===== config.mk =====
export PLATFORM = sky130hd
export DESIGN_NAME = if_id_queue_flat
export DESIGN_NICKNAME = d
export VERILOG_FILES = /design/src/rtl/if_id_pkg.sv /design/src/rtl/if_id_queue_if.sv /design/src/rtl/if_id_queue_ram.sv /design/src/rtl/if_id_queue.sv /design/src/flat_wrapper.sv
export SDC_FILE = /design/constraint.sdc
export NUM_CORES = 1
export LEC_CHECK = 0
export ABC_CLOCK_PERIOD_IN_PS = 7300
export CORE_AREA = 2 2 108 131
export DETAILED_ROUTE_END_ITERATION = 6
export DIE_AREA = 0 0 110 133
export SLEW_MARGIN = 20
export SYNTH_ARGS = -nofsm -noshare
export SYNTH_HDL_FRONTEND = slang
export SYNTH_HIERARCHICAL = 1
export SYNTH_SLANG_ARGS = --single-unit

===== constraint.sdc =====
create_clock -name clk -period 7.3 [get_ports clk]
set_input_delay 1.46 -clock clk [delete_from_list [all_inputs] [get_ports clk]]
set_output_delay 1.46 -clock clk [all_outputs]
set_load 0.01 [all_outputs]

===== src/rtl/if_id_pkg.sv =====
`default_nettype none
// ============================================================================
//  Package    : if_id_pkg
//  Purpose    : Shared types and constants for the IF/ID decoupling queue.
//               Holds the default halt opcode, the default bubble
//               instruction, the entry record layout and a width helper.
//  Revision   : 1.0 - initial release
// ============================================================================
package if_id_pkg;

  localparam int PC_W_DEFAULT    = 16;
  localparam int INSTR_W_DEFAULT = 16;

  // Opcode (top instruction bits) that marks a halt.
  localparam logic [3:0]  HLT_OPC_DEFAULT   = 4'hF;
  // Instruction shown to ID whenever the queue is empty.
  localparam logic [15:0] NOP_INSTR_DEFAULT = 16'h7000;

  // One queued fetch record, at the package default widths.
  typedef struct packed {
    logic [PC_W_DEFAULT-1:0]    pc;
    logic [INSTR_W_DEFAULT-1:0] instr;
    logic                       branch;
    logic                       hlt;
  } if_id_entry_t;

  // Flattened entry width for arbitrary PC/instruction widths:
  // pc, instr, branch flag and halt flag.
  function automatic int entry_w(input int pc_w, input int instr_w);
    return pc_w + instr_w + 2;
  endfunction

endpackage
`default_nettype wire


===== src/rtl/if_id_queue_if.sv =====
`default_nettype none
// ============================================================================
//  Interface  : if_id_queue_if
//  Purpose    : Handshake bundle between the fetch/decode side and the queue.
//  Ports      : master - environment (drives flush, push data, out_ready)
//               slave  - queue (drives in_ready, head outputs, count, halted)
//  Revision   : 1.0 - initial release
// ============================================================================
interface if_id_queue_if #(
  parameter int PC_W    = 16,
  parameter int INSTR_W = 16,
  parameter int DEPTH   = 4
);
  localparam int CNT_W = $clog2(DEPTH + 1);

  logic               flush;
  logic               in_valid;
  logic               in_ready;
  logic [PC_W-1:0]    pc_in;
  logic [INSTR_W-1:0] instr_in;
  logic               branch_in;
  logic               out_valid;
  logic               out_ready;
  logic [PC_W-1:0]    pc_out;
  logic [INSTR_W-1:0] instr_out;
  logic               branch_out;
  logic               hlt_out;
  logic [CNT_W-1:0]   count;
  logic               halted;

  modport master (
    output flush, in_valid, pc_in, instr_in, branch_in, out_ready,
    input  in_ready, out_valid, pc_out, instr_out, branch_out, hlt_out,
           count, halted
  );

  modport slave (
    input  flush, in_valid, pc_in, instr_in, branch_in, out_ready,
    output in_ready, out_valid, pc_out, instr_out, branch_out, hlt_out,
           count, halted
  );

endinterface
`default_nettype wire


===== src/rtl/if_id_queue_ram.sv =====
`default_nettype none
// ============================================================================
//  Module     : if_id_queue_ram
//  Purpose    : DEPTH x WIDTH register array, one synchronous write port and
//               one asynchronous read port. Contents are never reset.
//  Ports      : clk     - clock
//               we_i    - write enable
//               waddr_i - write index
//               wdata_i - write data
//               raddr_i - read index
//               rdata_o - read data (combinational from storage)
//  Revision   : 1.0 - initial release
// ============================================================================
module if_id_queue_ram #(
  parameter int WIDTH = 34,
  parameter int DEPTH = 4,
  parameter int PTR_W = 2
) (
  input  wire logic             clk,
  input  wire logic             we_i,
  input  wire logic [PTR_W-1:0] waddr_i,
  input  wire logic [WIDTH-1:0] wdata_i,
  input  wire logic [PTR_W-1:0] raddr_i,
  output logic      [WIDTH-1:0] rdata_o
);

  logic [WIDTH-1:0] mem_q [DEPTH];

  always_ff @(posedge clk) begin
    if (we_i) begin
      mem_q[waddr_i] <= wdata_i;
    end
  end

  // Pointers are always kept below DEPTH by the owner, so the index is
  // always in range even when DEPTH is not a power of two.
  assign rdata_o = mem_q[raddr_i];

endmodule
`default_nettype wire


===== src/rtl/if_id_queue.sv =====
`default_nettype none
// ============================================================================
//  Module     : if_id_queue
//  Purpose    : Fetch/decode decoupling queue. Buffers up to DEPTH fetched
//               entries (PC+2, instruction, branch flag, decoded halt flag),
//               supports a whole-queue flush and a sticky halt that blocks
//               further fetch. An empty queue presents a NOP bubble.
//  Ports      : clk - clock, rst - synchronous active-high reset
//               bus - if_id_queue_if.slave (push side, head side, count,
//                     halted, flush)
//  Revision   : 1.0 - initial release
// ============================================================================
module if_id_queue
  import if_id_pkg::*;
#(
  parameter int                 PC_W      = 16,
  parameter int                 INSTR_W   = 16,
  parameter int                 DEPTH     = 4,
  parameter int                 OPC_W     = 4,
  parameter logic [OPC_W-1:0]   HLT_OPC   = OPC_W'(HLT_OPC_DEFAULT),
  parameter logic [INSTR_W-1:0] NOP_INSTR = INSTR_W'(NOP_INSTR_DEFAULT)
) (
  input wire logic      clk,
  input wire logic      rst,
  if_id_queue_if.slave  bus
);

  localparam int CNT_W   = $clog2(DEPTH + 1);
  localparam int PTR_W   = (DEPTH > 1) ? $clog2(DEPTH) : 1;
  localparam int ENTRY_W = entry_w(PC_W, INSTR_W);

  localparam logic [CNT_W-1:0] FULL_CNT = CNT_W'(DEPTH);
  localparam logic [PTR_W-1:0] LAST_PTR = PTR_W'(DEPTH - 1);
  localparam logic [PTR_W-1:0] PTR_ONE  = PTR_W'(1);
  localparam logic [CNT_W-1:0] CNT_ONE  = CNT_W'(1);

  logic [PTR_W-1:0] wr_ptr_q, wr_ptr_d;
  logic [PTR_W-1:0] rd_ptr_q, rd_ptr_d;
  logic [CNT_W-1:0] count_q,  count_d;
  logic             halted_q, halted_d;

  logic               in_ready;
  logic               out_valid;
  logic               push;
  logic               pop;
  logic               in_hlt;
  logic [ENTRY_W-1:0] wr_data;
  logic [ENTRY_W-1:0] rd_data;
  logic [PC_W-1:0]    rd_pc;
  logic [INSTR_W-1:0] rd_instr;
  logic               rd_branch;
  logic               rd_hlt;

  // Handshake depends on registered state only.
  assign in_ready  = (count_q < FULL_CNT) && !halted_q;
  assign out_valid = (count_q != '0);
  assign push      = bus.in_valid && in_ready;
  assign pop       = out_valid && bus.out_ready;

  // Halt is decoded once, on the way in, and stored with the entry.
  assign in_hlt  = (bus.instr_in[INSTR_W-1 -: OPC_W] == HLT_OPC);
  assign wr_data = {bus.pc_in, bus.instr_in, bus.branch_in, in_hlt};

  always_comb begin
    wr_ptr_d = wr_ptr_q;
    rd_ptr_d = rd_ptr_q;
    count_d  = count_q;
    halted_d = halted_q;
    if (bus.flush) begin
      // Flush wins over any push or pop in the same cycle.
      wr_ptr_d = '0;
      rd_ptr_d = '0;
      count_d  = '0;
      halted_d = 1'b0;
    end else begin
      if (push) begin
        wr_ptr_d = (wr_ptr_q == LAST_PTR) ? '0 : wr_ptr_q + PTR_ONE;
      end
      if (pop) begin
        rd_ptr_d = (rd_ptr_q == LAST_PTR) ? '0 : rd_ptr_q + PTR_ONE;
      end
      case ({push, pop})
        2'b10:   count_d = count_q + CNT_ONE;
        2'b01:   count_d = count_q - CNT_ONE;
        default: count_d = count_q;
      endcase
      if (push && in_hlt) begin
        halted_d = 1'b1;
      end
    end
  end

  always_ff @(posedge clk) begin
    if (rst) begin
      wr_ptr_q <= '0;
      rd_ptr_q <= '0;
      count_q  <= '0;
      halted_q <= 1'b0;
    end else begin
      wr_ptr_q <= wr_ptr_d;
      rd_ptr_q <= rd_ptr_d;
      count_q  <= count_d;
      halted_q <= halted_d;
    end
  end

  if_id_queue_ram #(
    .WIDTH (ENTRY_W),
    .DEPTH (DEPTH),
    .PTR_W (PTR_W)
  ) u_ram (
    .clk     (clk),
    .we_i    (push && !bus.flush),
    .waddr_i (wr_ptr_q),
    .wdata_i (wr_data),
    .raddr_i (rd_ptr_q),
    .rdata_o (rd_data)
  );

  assign {rd_pc, rd_instr, rd_branch, rd_hlt} = rd_data;

  // Empty head shows a canonical bubble, never stale storage.
  assign bus.out_valid  = out_valid;
  assign bus.pc_out     = out_valid ? rd_pc     : '0;
  assign bus.instr_out  = out_valid ? rd_instr  : NOP_INSTR;
  assign bus.branch_out = out_valid ? rd_branch : 1'b0;
  assign bus.hlt_out    = out_valid ? rd_hlt    : 1'b0;
  assign bus.in_ready   = in_ready;
  assign bus.count      = count_q;
  assign bus.halted     = halted_q;

endmodule
`default_nettype wire


===== src/flat_wrapper.sv =====
// flat-port wrapper written by rule: the top's interface ports become plain ports
module if_id_queue_flat import if_id_pkg::*;
#(
  parameter int                 PC_W      = 16,
  parameter int                 INSTR_W   = 16,
  parameter int                 DEPTH     = 4,
  parameter int                 OPC_W     = 4,
  parameter logic [OPC_W-1:0]   HLT_OPC   = OPC_W'(HLT_OPC_DEFAULT),
  parameter logic [INSTR_W-1:0] NOP_INSTR = INSTR_W'(NOP_INSTR_DEFAULT)
)
  (clk, rst, bus_flush, bus_in_valid, bus_pc_in, bus_instr_in, bus_branch_in, bus_out_ready, bus_in_ready, bus_out_valid, bus_pc_out, bus_instr_out, bus_branch_out, bus_hlt_out, bus_count, bus_halted);
  if_id_queue_if #(.PC_W(PC_W), .INSTR_W(INSTR_W), .DEPTH(DEPTH)) bus_i ();
  input wire logic clk;
  input wire logic rst;
  input wire logic [$bits(bus_i.flush)-1:0] bus_flush;
  input wire logic [$bits(bus_i.in_valid)-1:0] bus_in_valid;
  input wire logic [$bits(bus_i.pc_in)-1:0] bus_pc_in;
  input wire logic [$bits(bus_i.instr_in)-1:0] bus_instr_in;
  input wire logic [$bits(bus_i.branch_in)-1:0] bus_branch_in;
  input wire logic [$bits(bus_i.out_ready)-1:0] bus_out_ready;
  output wire logic [$bits(bus_i.in_ready)-1:0] bus_in_ready;
  output wire logic [$bits(bus_i.out_valid)-1:0] bus_out_valid;
  output wire logic [$bits(bus_i.pc_out)-1:0] bus_pc_out;
  output wire logic [$bits(bus_i.instr_out)-1:0] bus_instr_out;
  output wire logic [$bits(bus_i.branch_out)-1:0] bus_branch_out;
  output wire logic [$bits(bus_i.hlt_out)-1:0] bus_hlt_out;
  output wire logic [$bits(bus_i.count)-1:0] bus_count;
  output wire logic [$bits(bus_i.halted)-1:0] bus_halted;
  assign bus_i.flush = bus_flush;
  assign bus_i.in_valid = bus_in_valid;
  assign bus_i.pc_in = bus_pc_in;
  assign bus_i.instr_in = bus_instr_in;
  assign bus_i.branch_in = bus_branch_in;
  assign bus_i.out_ready = bus_out_ready;
  assign bus_in_ready = bus_i.in_ready;
  assign bus_out_valid = bus_i.out_valid;
  assign bus_pc_out = bus_i.pc_out;
  assign bus_instr_out = bus_i.instr_out;
  assign bus_branch_out = bus_i.branch_out;
  assign bus_hlt_out = bus_i.hlt_out;
  assign bus_count = bus_i.count;
  assign bus_halted = bus_i.halted;
  if_id_queue #(.PC_W(PC_W), .INSTR_W(INSTR_W), .DEPTH(DEPTH), .OPC_W(OPC_W), .HLT_OPC(HLT_OPC), .NOP_INSTR(NOP_INSTR)) u_core (.clk(clk), .rst(rst), .bus(bus_i));
endmodule

==> impl_results.md <==
- Vias: 2723
- Core ar.: 0.0135 sq mm
- Dpl ws: 3.39 ns
- Seq. cell area: 0.00425 sq mm
- Drc violations: 0
- Register share of total power: 0.480
- Psw: 372 uW
- Layout area overhead: 27.1%
- Final Hold Viols: 0
- Comb power frac: 0.060
- Post-layout min period: between 4 and 5 ns
- R2r startpoint: u_core/bus.count[2]
- Cell Int Power: about 1.6 mW
- DRT Pass-1 Iters: 4
- Hold Path Depth: 2
- GR Util All Layers: 0.152
- Clock power share: 0.460
- Post-cts sizing count: 0
- Endpoints failing setup: 0
- 1st-iter DRT viols: 133
- RSZ-0062 raised after global routing: false
- FILL cells: 1099
- Setup TNS Final: 0 ns
- Mapped Avg Cell Area: about 21 sq um
- Worst hold path class: flip-flop to flip-flop
- CP max FO: 27
- Critical Path Sink Type: output port
- Largest net degree at the start of global routing: 37
- Slew headroom: 0.357
- Peak supply drop: 0.161 mV
- Seq/Total Area, Yosys: 0.751
- Most frequent cells in the layout: edfxtp_1, clkdlybuf4s50_1, nor2b_1, mux4_2, clkbuf_16
- DIE HEIGHT: 133 um
- Starting Density: 0.420
- Syn Inst Count: 266
- Max_cap viols: 0
- Gpl congestion: 0.677
- R2r endpoint: u_core/u_ram/mem_q[2][26]
- Syn_nets: 308
- Clock Tree Root: clkbuf_16
- Worst path arrival time: approximately 2.8 ns
- Worst setup SP type: flip-flop
- Worst Min Path Start: u_core/bus.halted
- Die Span X: ~110 um
- Clk_skew: 0.0126 ns
- Post-CTS setup buffer count: 0
- Clock Latency Late Sink: 0.40 ns
- Sw Ratio: 0.193
- Post-Synthesis Cell Area: 0.00565 sq mm
- Core Rows: 47
- Number of synthesized flops with an enable pin: 136
- Slew Limit Fails: 0
- I/O Pins: 78
- Fmax: 0.235 GHz
- Placed Instances: 506
- Initial antenna violation count: 0
- # H-tree levels: 4
- Diode count: 0
- Routed vias/inst: 5.06
- Worst reg2reg setup slack: 4.90 ns
- Num CTS Buffers: 17
- Synth Flop Type: edfxtp_1
- Final wirelength: ~9900 um
- First-pass GRT wire length: 16000 um
- Port bufs: 77
- Clock Sink Count: 144
- Layout cell share with drive strength beyond 1: 0.213
- Clk slew on worst S/H paths: 0.05 ns
- Lkg Pwr: 2.30 nW
- Die area: 0.0146 sq mm
- Area of the multi-input gates: 0.00129 sq mm
- Antenna viol nets, final: 0
- Filler-free cell count of the finished design: about 540
- Hold Slack: ~0.56 ns
- CP Data Required Time: 5.84 ns
- Vias in the first global route: 2930
- Library cells used by synthesis: 29
- Total grt overflow: 0
- HPWL after DPL: 5780 um
- Critical path class: flip-flop to output port
- WL/cell: 18.4 um
- Register bit total from synthesis: 144
- Asr flop ratio synth: 0
- Slew @ Worst Pin: between 0.9 and 1 ns
- CTS Hold Bufs: 0
- CTS tree: done
- Clk buf depth: 2
- Most common cell after layout, fill and taps aside: edfxtp_1
- Pwr dens: 268 mW/mm^2
- Synth warn: 6
- Final net count: 396
- Status: completed
- Period Utilization, post-route: 0.584
- Setup ws final: 3.04 ns
- Reg2Reg Depth: 4
- Worst Hold End: u_core/bus.halted
- Total power: 1.93 mW
-- synthesized netlist by cell type, types with 2 or more instances --
cell      count  area [sq um]
and3b_1       2          17.5
mux4_2       30           676
edfxtp_1    136          4080
nor2b_1      31           194
xor2_1        2          17.5
ha_1          3          37.5
inv_1         6          22.5
or2_2         4          25.0
clkbuf_1      2          7.51
mux4_1        4           105
buf_2         6          30.0
nor2_1       10          37.5
mux2i_1       3          30.0
dfxtp_1       8           160
a21oi_1       3          15.0
buf_12        3          60.1
-- metrics by stage --
step           utilization  instance area (sq um)
2_1_floorplan            -                   5650
3_3_place_gp         0.488                   6570
3_5_place_dp         0.488                   6570
4_1_cts              0.534                   7190
5_1_grt              0.534                   7190
6_report             0.534                   7190
-- power groups by stage --
stage          combinational, mW  clock [mW]  sequential, mW
3_5_place_dp               0.118           0           0.942
4_1_cts                    0.119       0.903           0.925
6_report                   0.116       0.885           0.924
5_1_grt                    0.126       0.945           0.925
2_1_floorplan             0.0535           0           0.941
3_3_place_gp               0.117           0           0.941
-- kinds of logic after synthesis --
kind of cell,Yosys count,synth area share
compound gates,6,0.00885
xor+xnor,2,0.00310
fa+ha+maj,4,0.0102
buf+inv,18,0.0232
flops,144,0.751
mux,37,0.143
simple gates,55,0.0606
-- state kept, by name, indices dropped and copies added (netlist names) --
signal,cells
u_core/bus.halted,1
u_core/rd_ptr_q,2
u_core/u_ram/mem_q,136
u_core/bus.count,3
u_core/wr_ptr_q,2
-- critical path, stage by stage, from the launching register on --
cell and delay, ns:
dfxtp_2 0.51, buf_4 0.54, mux4_2 0.56, or2_2 0.30, clkdlybuf4s50_1 0.48
-- layout make-up --
class	count	area share
flip-flops and latches	144	0.591
well taps	171	0.0298
clock inverters	15	0.0266
multi-input cells	104	0.179
repair buffers	81	0.111
clock buffers	17	0.0592
inverters	6	0.00313
-- layer usage --
| layer | global-route usage | part of all wire | up-vias |
|---|---|---|---|
| li1 | - | - | 1242 |
| met3 | 0.0433 | 0.044 | 7 |
| met4 | 0.0570 | 0.0083 | 0 |
| met5 | 0 | 0 | - |
| met1 | 0.183 | 0.40 | 1410 |
| met2 | 0.255 | 0.55 | 64 |
-- how the worst max path moves through the flow --
stage,start,end,slack (ns),cells past startpoint
floorplan,bus_in_valid,u_core/u_ram/mem_q[0][0],2.29,4
global placement,u_core/rd_ptr_q[0],bus_instr_out[14],3.39,4
detailed placement,u_core/rd_ptr_q[0],bus_instr_out[13],3.39,4
CTS,u_core/rd_ptr_q[0],bus_instr_out[13],2.95,4
global route,u_core/rd_ptr_q[0],bus_instr_out[12],2.86,4
finish,u_core/rd_ptr_q[0],bus_instr_out[13],3.04,4
(Power assumes the default switching activity.)
